<file path="config.mk">
export PLATFORM = sky130hd
export DESIGN_NAME = seg_display_mux
export DESIGN_NICKNAME = d
export VERILOG_FILES = /design/src/rtl/seg_display_mux.sv
export SDC_FILE = /design/constraint.sdc
export NUM_CORES = 1
export LEC_CHECK = 0
export ABC_AREA = 1
export CORE_ASPECT_RATIO = 1.1
export CORE_MARGIN = 5
export CORE_UTILIZATION = 44
export CTS_CLUSTER_SIZE = 40
export DETAILED_ROUTE_END_ITERATION = 6
export GPL_TIMING_DRIVEN = 0
export PLACE_DENSITY = 0.73
export SETUP_SLACK_MARGIN = 0.1
export SYNTH_ARGS = -nofsm -noshare
export SYNTH_HDL_FRONTEND = slang
export SYNTH_SLANG_ARGS = --single-unit
</file>
<file path="constraint.sdc">
create_clock -name clock -period 2.9 [get_ports clock]
set_input_delay 0.58 -clock clock [delete_from_list [all_inputs] [get_ports clock]]
set_output_delay 0.58 -clock clock [all_outputs]
set_load 0.03 [all_outputs]
</file>
<file path="src/rtl/seg_display_mux.sv">
// Time-multiplexed seven-segment bank driver: scans NUM_DIGITS patterns onto one
// shared segment bus with blanking between slots, per-digit masking and PWM brightness.
//
//   state | meaning
//   BLANK | all digits off for BLANK_TICKS cycles before a digit's ON phase
//   ON    | current digit driven for DWELL_TICKS cycles, enable gated by PWM and mask
module seg_display_mux #(
  parameter int NUM_DIGITS   = 4,
  parameter int SEG_WIDTH    = 8,
  parameter int DWELL_TICKS  = 163840,
  parameter int BLANK_TICKS  = 500,
  parameter int ACTIVE_LOW   = 1,
  parameter int BRIGHT_WIDTH = 4,
  localparam int IDX_W       = (NUM_DIGITS > 1) ? $clog2(NUM_DIGITS) : 1
) (
  input  logic                            clock,
  input  logic                            reset,
  input  logic [NUM_DIGITS*SEG_WIDTH-1:0] segValues,
  input  logic [NUM_DIGITS-1:0]           digitMask,
  input  logic [BRIGHT_WIDTH-1:0]         brightness,
  output logic [NUM_DIGITS-1:0]           digitEnable,
  output logic [SEG_WIDTH-1:0]            segments,
  output logic [IDX_W-1:0]                digitIndex,
  output logic                            frameStart
);

  localparam int MAX_TICKS = (DWELL_TICKS > BLANK_TICKS) ? DWELL_TICKS : BLANK_TICKS;
  localparam int CNT_W     = $clog2(MAX_TICKS + 1);

  localparam logic             INACT_BIT  = (ACTIVE_LOW != 0) ? 1'b1 : 1'b0;
  localparam logic [CNT_W-1:0] DWELL_LAST = CNT_W'(DWELL_TICKS - 1);
  localparam logic [CNT_W-1:0] BLANK_LAST = CNT_W'((BLANK_TICKS > 0) ? BLANK_TICKS - 1 : 0);
  localparam logic [IDX_W-1:0] LAST_SLOT  = IDX_W'(NUM_DIGITS - 1);

  typedef enum logic {BLANK, ON} state_t;

  // With no blanking interval the scanner never visits BLANK, not even out of reset.
  localparam state_t START_STATE = (BLANK_TICKS > 0) ? BLANK : ON;

  state_t           state;
  logic [CNT_W-1:0] tickCount;
  logic [IDX_W-1:0] slotIdx;
  logic             framePending;

  logic [63:0]           threshold;
  logic [NUM_DIGITS-1:0] onEnable;

  // Full-width product so the top brightness code yields exactly DWELL_TICKS.
  assign threshold = ((64'(brightness) + 64'd1) * 64'(DWELL_TICKS)) >> BRIGHT_WIDTH;

  always_comb begin
    onEnable = {NUM_DIGITS{INACT_BIT}};
    if (digitMask[slotIdx] && (64'(tickCount) < threshold)) begin
      onEnable[slotIdx] = ~INACT_BIT;
    end
  end

  always_ff @(posedge clock) begin
    if (reset) begin
      state        <= START_STATE;
      tickCount    <= '0;
      slotIdx      <= '0;
      framePending <= 1'b0;
      digitEnable  <= {NUM_DIGITS{INACT_BIT}};
      segments     <= {SEG_WIDTH{INACT_BIT}};
      digitIndex   <= '0;
      frameStart   <= 1'b0;
    end else begin
      digitIndex   <= slotIdx;
      frameStart   <= framePending;
      framePending <= 1'b0;
      if (state == BLANK) begin
        digitEnable <= {NUM_DIGITS{INACT_BIT}};
        segments    <= {SEG_WIDTH{INACT_BIT}};
        if (tickCount == BLANK_LAST) begin
          state     <= ON;
          tickCount <= '0;
        end else begin
          tickCount <= tickCount + 1'b1;
        end
      end else begin
        digitEnable <= onEnable;
        segments    <= segValues[slotIdx*SEG_WIDTH +: SEG_WIDTH];
        if (tickCount == DWELL_LAST) begin
          state     <= START_STATE;
          tickCount <= '0;
          if (slotIdx == LAST_SLOT) begin
            slotIdx      <= '0;
            framePending <= 1'b1;
          end else begin
            slotIdx <= slotIdx + 1'b1;
          end
        end else begin
          tickCount <= tickCount + 1'b1;
        end
      end
    end
  end

endmodule

</file>
* Yosys cells after proc, flatten, opt, wreduce, memory -nomap -nowiden
Index checks and enable logic that the tools add are counted.
** Word-level totals
- ROM bits :: 0
- RAM bits :: 0
- Word-level logic and storage cells :: 41
- Output and inout port bits :: 15
- Input bits :: 42
- Latch bits :: 0
- Flip-flop bits (word level) :: 37
- Memories kept :: 0
** Operators by class
- Bitwise operators :: 4
- Shift-type cells :: 1
- $lt $le $gt $ge :: 3
- $mul :: 1
- Reduce and logical (&&, ||, !) cells :: 6
- Add/sub/neg operators :: 3
- Div/mod/pow operators :: 0
- Mux-type cells :: 12
- Equality and inequality tests :: 3
** Operators with widths (number)
- $mux 18 :: 3
- $shiftx 32x6->8 :: 1
- $lt 18x19->1 :: 1
- $add 18x1->18 const B :: 1
- $eq 18x18->1 const B :: 1
- $eq 18x9->1 const B :: 1
- $mul 5x3->8 const B :: 1
- $mux 1 :: 6
- $reduce_or 3->1 :: 2
- $add 4x1->5 const B :: 1
- $not 4->4 :: 1
- $lt 2x3->1 const B :: 1
- $not 1->1 :: 3
- $add 2x1->2 const B :: 1
- $bmux 1 s2 :: 1
- $demux 1 s2 :: 1
- $eq 2x2->1 const B :: 1
- $ge 2x1->1 const B :: 1
- $logic_and 1x1->1 :: 2
- $mux 2 :: 1
- $reduce_and 2->1 :: 1
- $reduce_or 2->1 :: 1

* Depth between registers and ports, before layout
Gate-level depths: netlist (run 1).
- Depth in word-level cells :: 6
- Depth in mapped cells :: 16
- Depth with buffers taken out :: 16

* Least setup slack after synthesis (run 1)
OpenSTA, ideal clock, no wires.
- Path type :: input -> register
- From :: in brightness[1]
- To :: reg digitEnable[0]
- Required time :: 2.777 ns
- Data arrival time :: 2.609 ns
- Path slack :: 0.168 ns
- Setup time :: 0.123 ns
- Path buffers :: 0
- Cell stages on the path :: 13
- Cell sequence :: nand3_1 xor2_1 inv_1 nor2_1 nor2_1 ha_1 fa_1 xnor2_1 ha_1 a21oi_1 nand2_1 nand2_1 nand3_1
** Between the ends
- Longest elaborated chain between the ends :: 6
** Ends and longest elaborated chain
- start: declaration :: line 20 : input logic [BRIGHT_WIDTH-1:0] brightness,
- $add 4x1->5 :: line 49 : assign threshold = ((64'(brightness) + 64'd1) * 64'(DWELL_TICKS)) >> BRIGHT_WIDTH;
- $mul 5x3->8 :: line 49
- $lt 18x19->1 :: line 53 : if (digitMask[slotIdx] && (64'(tickCount) < threshold)) begin
- $logic_and 1x1->1 :: line 53
- $not 1->1 (no line)
- $reduce_or 3->1 (no line)
- end signal: assignment :: line 64 : digitEnable <= {NUM_DIGITS{INACT_BIT}};
- end signal: assignment :: line 73 : digitEnable <= {NUM_DIGITS{INACT_BIT}};
- end signal: assignment :: line 82 : digitEnable <= onEnable;
- end: declaration :: line 21 : output logic [NUM_DIGITS-1:0] digitEnable,
Every way passes these cells.
A chain may end at the register's enable or synchronous reset.

* Final worst setup path (run 1)
- From :: in brightness[3]
- To :: reg digitEnable[3]
The elaborated chain is that of the path after synthesis.

==> flow_metrics.py, run 1 <==
metrics = {
    "run_status": {
        "status": "finished, final reports clean",
    },
    "timing": {
        "finalSetupViolCount": 0,
        "rsz0062_at_grt": "false",
        "finalHoldViolCount": 0,
        "layout_min_cycle_time_ns": 2.61,
        "tightest_slew_ns": 0.581,
        "timing.final.ws_setup_ns": 0.288,
        "slew-limit-headroom": 0.613,
        "hold_ws_ns": 0.409,
        "clock.fmax_ghz": 0.383,
        "fin_crit_sh": 0.901,
        "fin_setup_tns_ns": 0,
        "final_max_slew_viol_count": 0,
        "skew_ns": 0.00360,
    },
    "global_route": {
        "antenna_found_initial": 0,
        "grt_first_pass_wirelength_um": 8730,
        "grt-ovfl-total": 0,
        "gr-usage-all-layers": 0.161,
        "grt_pass1_vias": 1936,
        "grt_max_degree": 12,
    },
    "clocking": {
        "root_buffer": "clkbuf_8",
        "worstSkewPairLatency_ns": 0.29,
        "cts.clk_slew.worst_paths_ns": 0.07,
        "hold_buffers": 0,
        "cts_tree": "done",
        "clkSinkCount": 37,
        "cts_max_level": 2,
        "clock_path_buffers": 2,
        "cts_made_buffers": 5,
    },
    "floorplan": {
        "core_area_um2": 4970,
        "dieArea_um2": 6570,
        "start_util": 0.447,
        "num_io_pins": 57,
        "die_width_um": 77.7,
        "rows": 27,
        "die_h_um": 84.5,
    },
    "setup_path": {
        "crit_top_cell": "nand2_1",
        "worstSetupPathType": "in2reg",
        "reg2reg_setup_slack_ns": 0.95,
        "crit_arrival_ns": 2.79,
        "cpPeakStageDelay_ns": 0.39,
        "startpoint_type": "primary input",
        "worstSetupEndpointType": "register",
        "cp_cell_sequence": "clkdlybuf4s15_1, inv_1, xor2_2, buf_4, nor2_1, nor2_1, ha_2, fa_2, xnor2_2, ha_1, nand2_1, inv_1, nand2_1, nand2_1, nand2_2, nand3_1",
        "cp_slowest_cell": "fa_2",
        "reg2reg_to": "slotIdx[1]",
        "worst_r2r_path_depth": 7,
        "path_max_fanout": 4,
        "r2r-start": "slotIdx[0]",
        "required_ns": 3.08,
    },
    "synth": {
        "synth_cells": 289,
        "synthXorXnorAreaFrac": 0.0552,
        "ys_seq_elements": 37,
        "synth.net_count": 347,
        "synthDominantCellAreaShare": 0.334,
        "synthAdderAreaFrac": 0.0936,
        "yosys.area_share.simple": 0.328,
        "yosysWarnings": 0,
        "synthMuxAreaShare": 0,
        "ys_top_cells_by_area": "dfxtp_1 33%, ha_1 8.5%, nand2_1 7.4%",
        "synth_area_leader_cell": "dfxtp_1",
        "synth-seq-area-share": 0.334,
        "synth_top_family_by_area": "simple AND/OR/NAND/NOR gates",
        "syn_area_um2": 2220,
        "avgSynthCellArea_um2": 7.68,
        "synth_compound_area_frac": 0.102,
        "synth.distinct_cells": 31,
    },
    "detailed_routing": {
        "first_pass_iters": 4,
        "viasPerCell": 4.98,
        "drc": 0,
        "drt-total-wl_um": 5230,
        "ant_nets": 0,
        "vias": 2057,
        "routedWlPerCell_um": 12.7,
        "drt_iter0_markers": 80,
    },
    "min_path": {
        "min-delay-start": "framePending",
        "min_to": "frameStart",
        "hp-class": "reg2reg",
        "min_path_cells": 2,
    },
    "pwr": {
        "power.internal_mw": 0.773,
        "power_frac_seq": 0.502,
        "clock_power_share": 0.343,
        "p_sw_mw": 0.255,
        "netSwitchingFraction": 0.248,
        "power.leakage_nw": 1.19,
        "comb_power_share": 0.155,
        "power_density_nw_per_um2": 345,
        "vdd_drop_max_uv": 232,
    },
    "finish": {
        "area_growth_pct": 34.1,
        "layout.nets": 412,
        "finalInstanceArea_um2": 2980,
        "drive_above_1_share": 0.141,
        "final_common_cell": "clkdlybuf4s50_1",
        "final_cell_mix": "51 x clkdlybuf4s50_1, 43 x nand2_1, 40 x nor2_1, 37 x dfxtp_1, 27 x inv_1",
        "final_cells": 413,
        "n_antenna_cell": 0,
    },
    "place": {
        "place_inst": 402,
        "place_ws_ns": -0.727,
        "gp_congestion": 0.847,
        "dp_hpwl_um": 4020,
        "portBuffers": 55,
        "placed_area_um2": 2840,
    },
    "run": {
        "cap_violations": 0,
    },
}
## timing repair
item	in CTS	in global routing
gates resized for setup	10	9
setup buffers	2	1
pin swaps	3	3
endpoints found under the setup margin	4	4
## synth_stat cells
cell,count
o211ai_1,16
nand2_1,44
buf_6,1
xnor2_1,6
nor2_4,1
nor4_1,1
nand2_4,1
bufbuf_16,1
ha_1,15
o21ai_0,14
nor2_2,13
nand4_1,7
nand3_2,1
xor2_1,8
nor2_1,41
nand3_1,18
nor2_8,1
a21oi_1,6
clkinv_1,1
o22ai_1,1
conb_1,1
dfxtp_1,37
nand3b_1,1
clkbuf_1,6
fa_1,1
and3_1,1
nand3_4,2
or2_2,8
nor3_1,7
buf_12,1
inv_1,27
## registers in the layout, indices dropped and copies added (netlist names)
signal	cells
slotIdx	2
state	1
digitIndex	2
tickCount	18
framePending	1
digitEnable	4
frameStart	1
segments	8
## logic make-up (layout without fill, tap and decap cells)
family	Yosys count	after routing
flops	37	37
fa+ha+maj	16	16
simple gates	147	147
other cells	1	1
buf+inv	37	103
xor+xnor	14	14
compound gates	37	37
## layer usage
layer / vias to the layer above / global-route usage / routed length [um]
li1: 1079 / - / -
met1: 930 / 0.199 / 2300
met2: 40 / 0.274 / 2640
met3: 8 / 0.0322 / 187
met4: 0 / 0.0609 / 96
met5: - / 0 / 0
## critical path: cells and delay by family
family	cells	cell delay (ns)
adders and majority gates	3	0.89
and+or+nand+nor	7	0.49
buffers and inverters	4	0.50
xor gates and xnor gates	2	0.33
## per-stage QoR
step,power [mW],utilization
after floorplan,0.605,-
after CTS,1.03,0.596
final,1.03,0.599
after global placement,0.672,0.572
after detailed placement,0.674,0.572
after global routing,1.08,0.599
## area by class of cell
| cell class | count | area (um2) |
|---|---|---|
| Inverter | 28 | 105 |
| Clock buffer | 6 | 72.6 |
| Multi-Input combinational cell | 215 | 1330 |
| Sequential cell | 37 | 741 |
| Fill cell | 471 | 1990 |
| Timing Repair Buffer | 58 | 563 |
| Tap cell | 58 | 72.6 |
| Clock inverter | 2 | 10.0 |
| Buffer | 9 | 86.3 |
## power by group through the flow
stage          registers [mW]  logic, mW  clock network (mW)
2_1_floorplan           0.527     0.0785                   0
3_3_place_gp            0.528      0.144                   0
3_5_place_dp            0.528      0.146                   0
4_1_cts                 0.516      0.155               0.358
5_1_grt                 0.517      0.179               0.382
6_report                0.516      0.159               0.352
## how the worst max path moves through the flow
| stage | start | depth (start not counted) | to |
|---|---|---|---|
| final | brightness[3] | 16 | digitEnable[3] |
| after global routing | brightness[3] | 16 | digitEnable[3] |
| after detailed placement | brightness[0] | 14 | digitEnable[3] |
| after global placement | brightness[0] | 14 | digitEnable[1] |
| after floorplan | brightness[1] | 13 | digitEnable[0] |
| after CTS | brightness[0] | 16 | digitEnable[3] |
(Power assumes the default switching activity.)
==> inputs of run 2 (changes only) <==
- HOLD_SLACK_MARGIN: not set -> 0.1
==> results of run 2 <==
The final DEF is identical to that of run 1; final timing and power are the same.
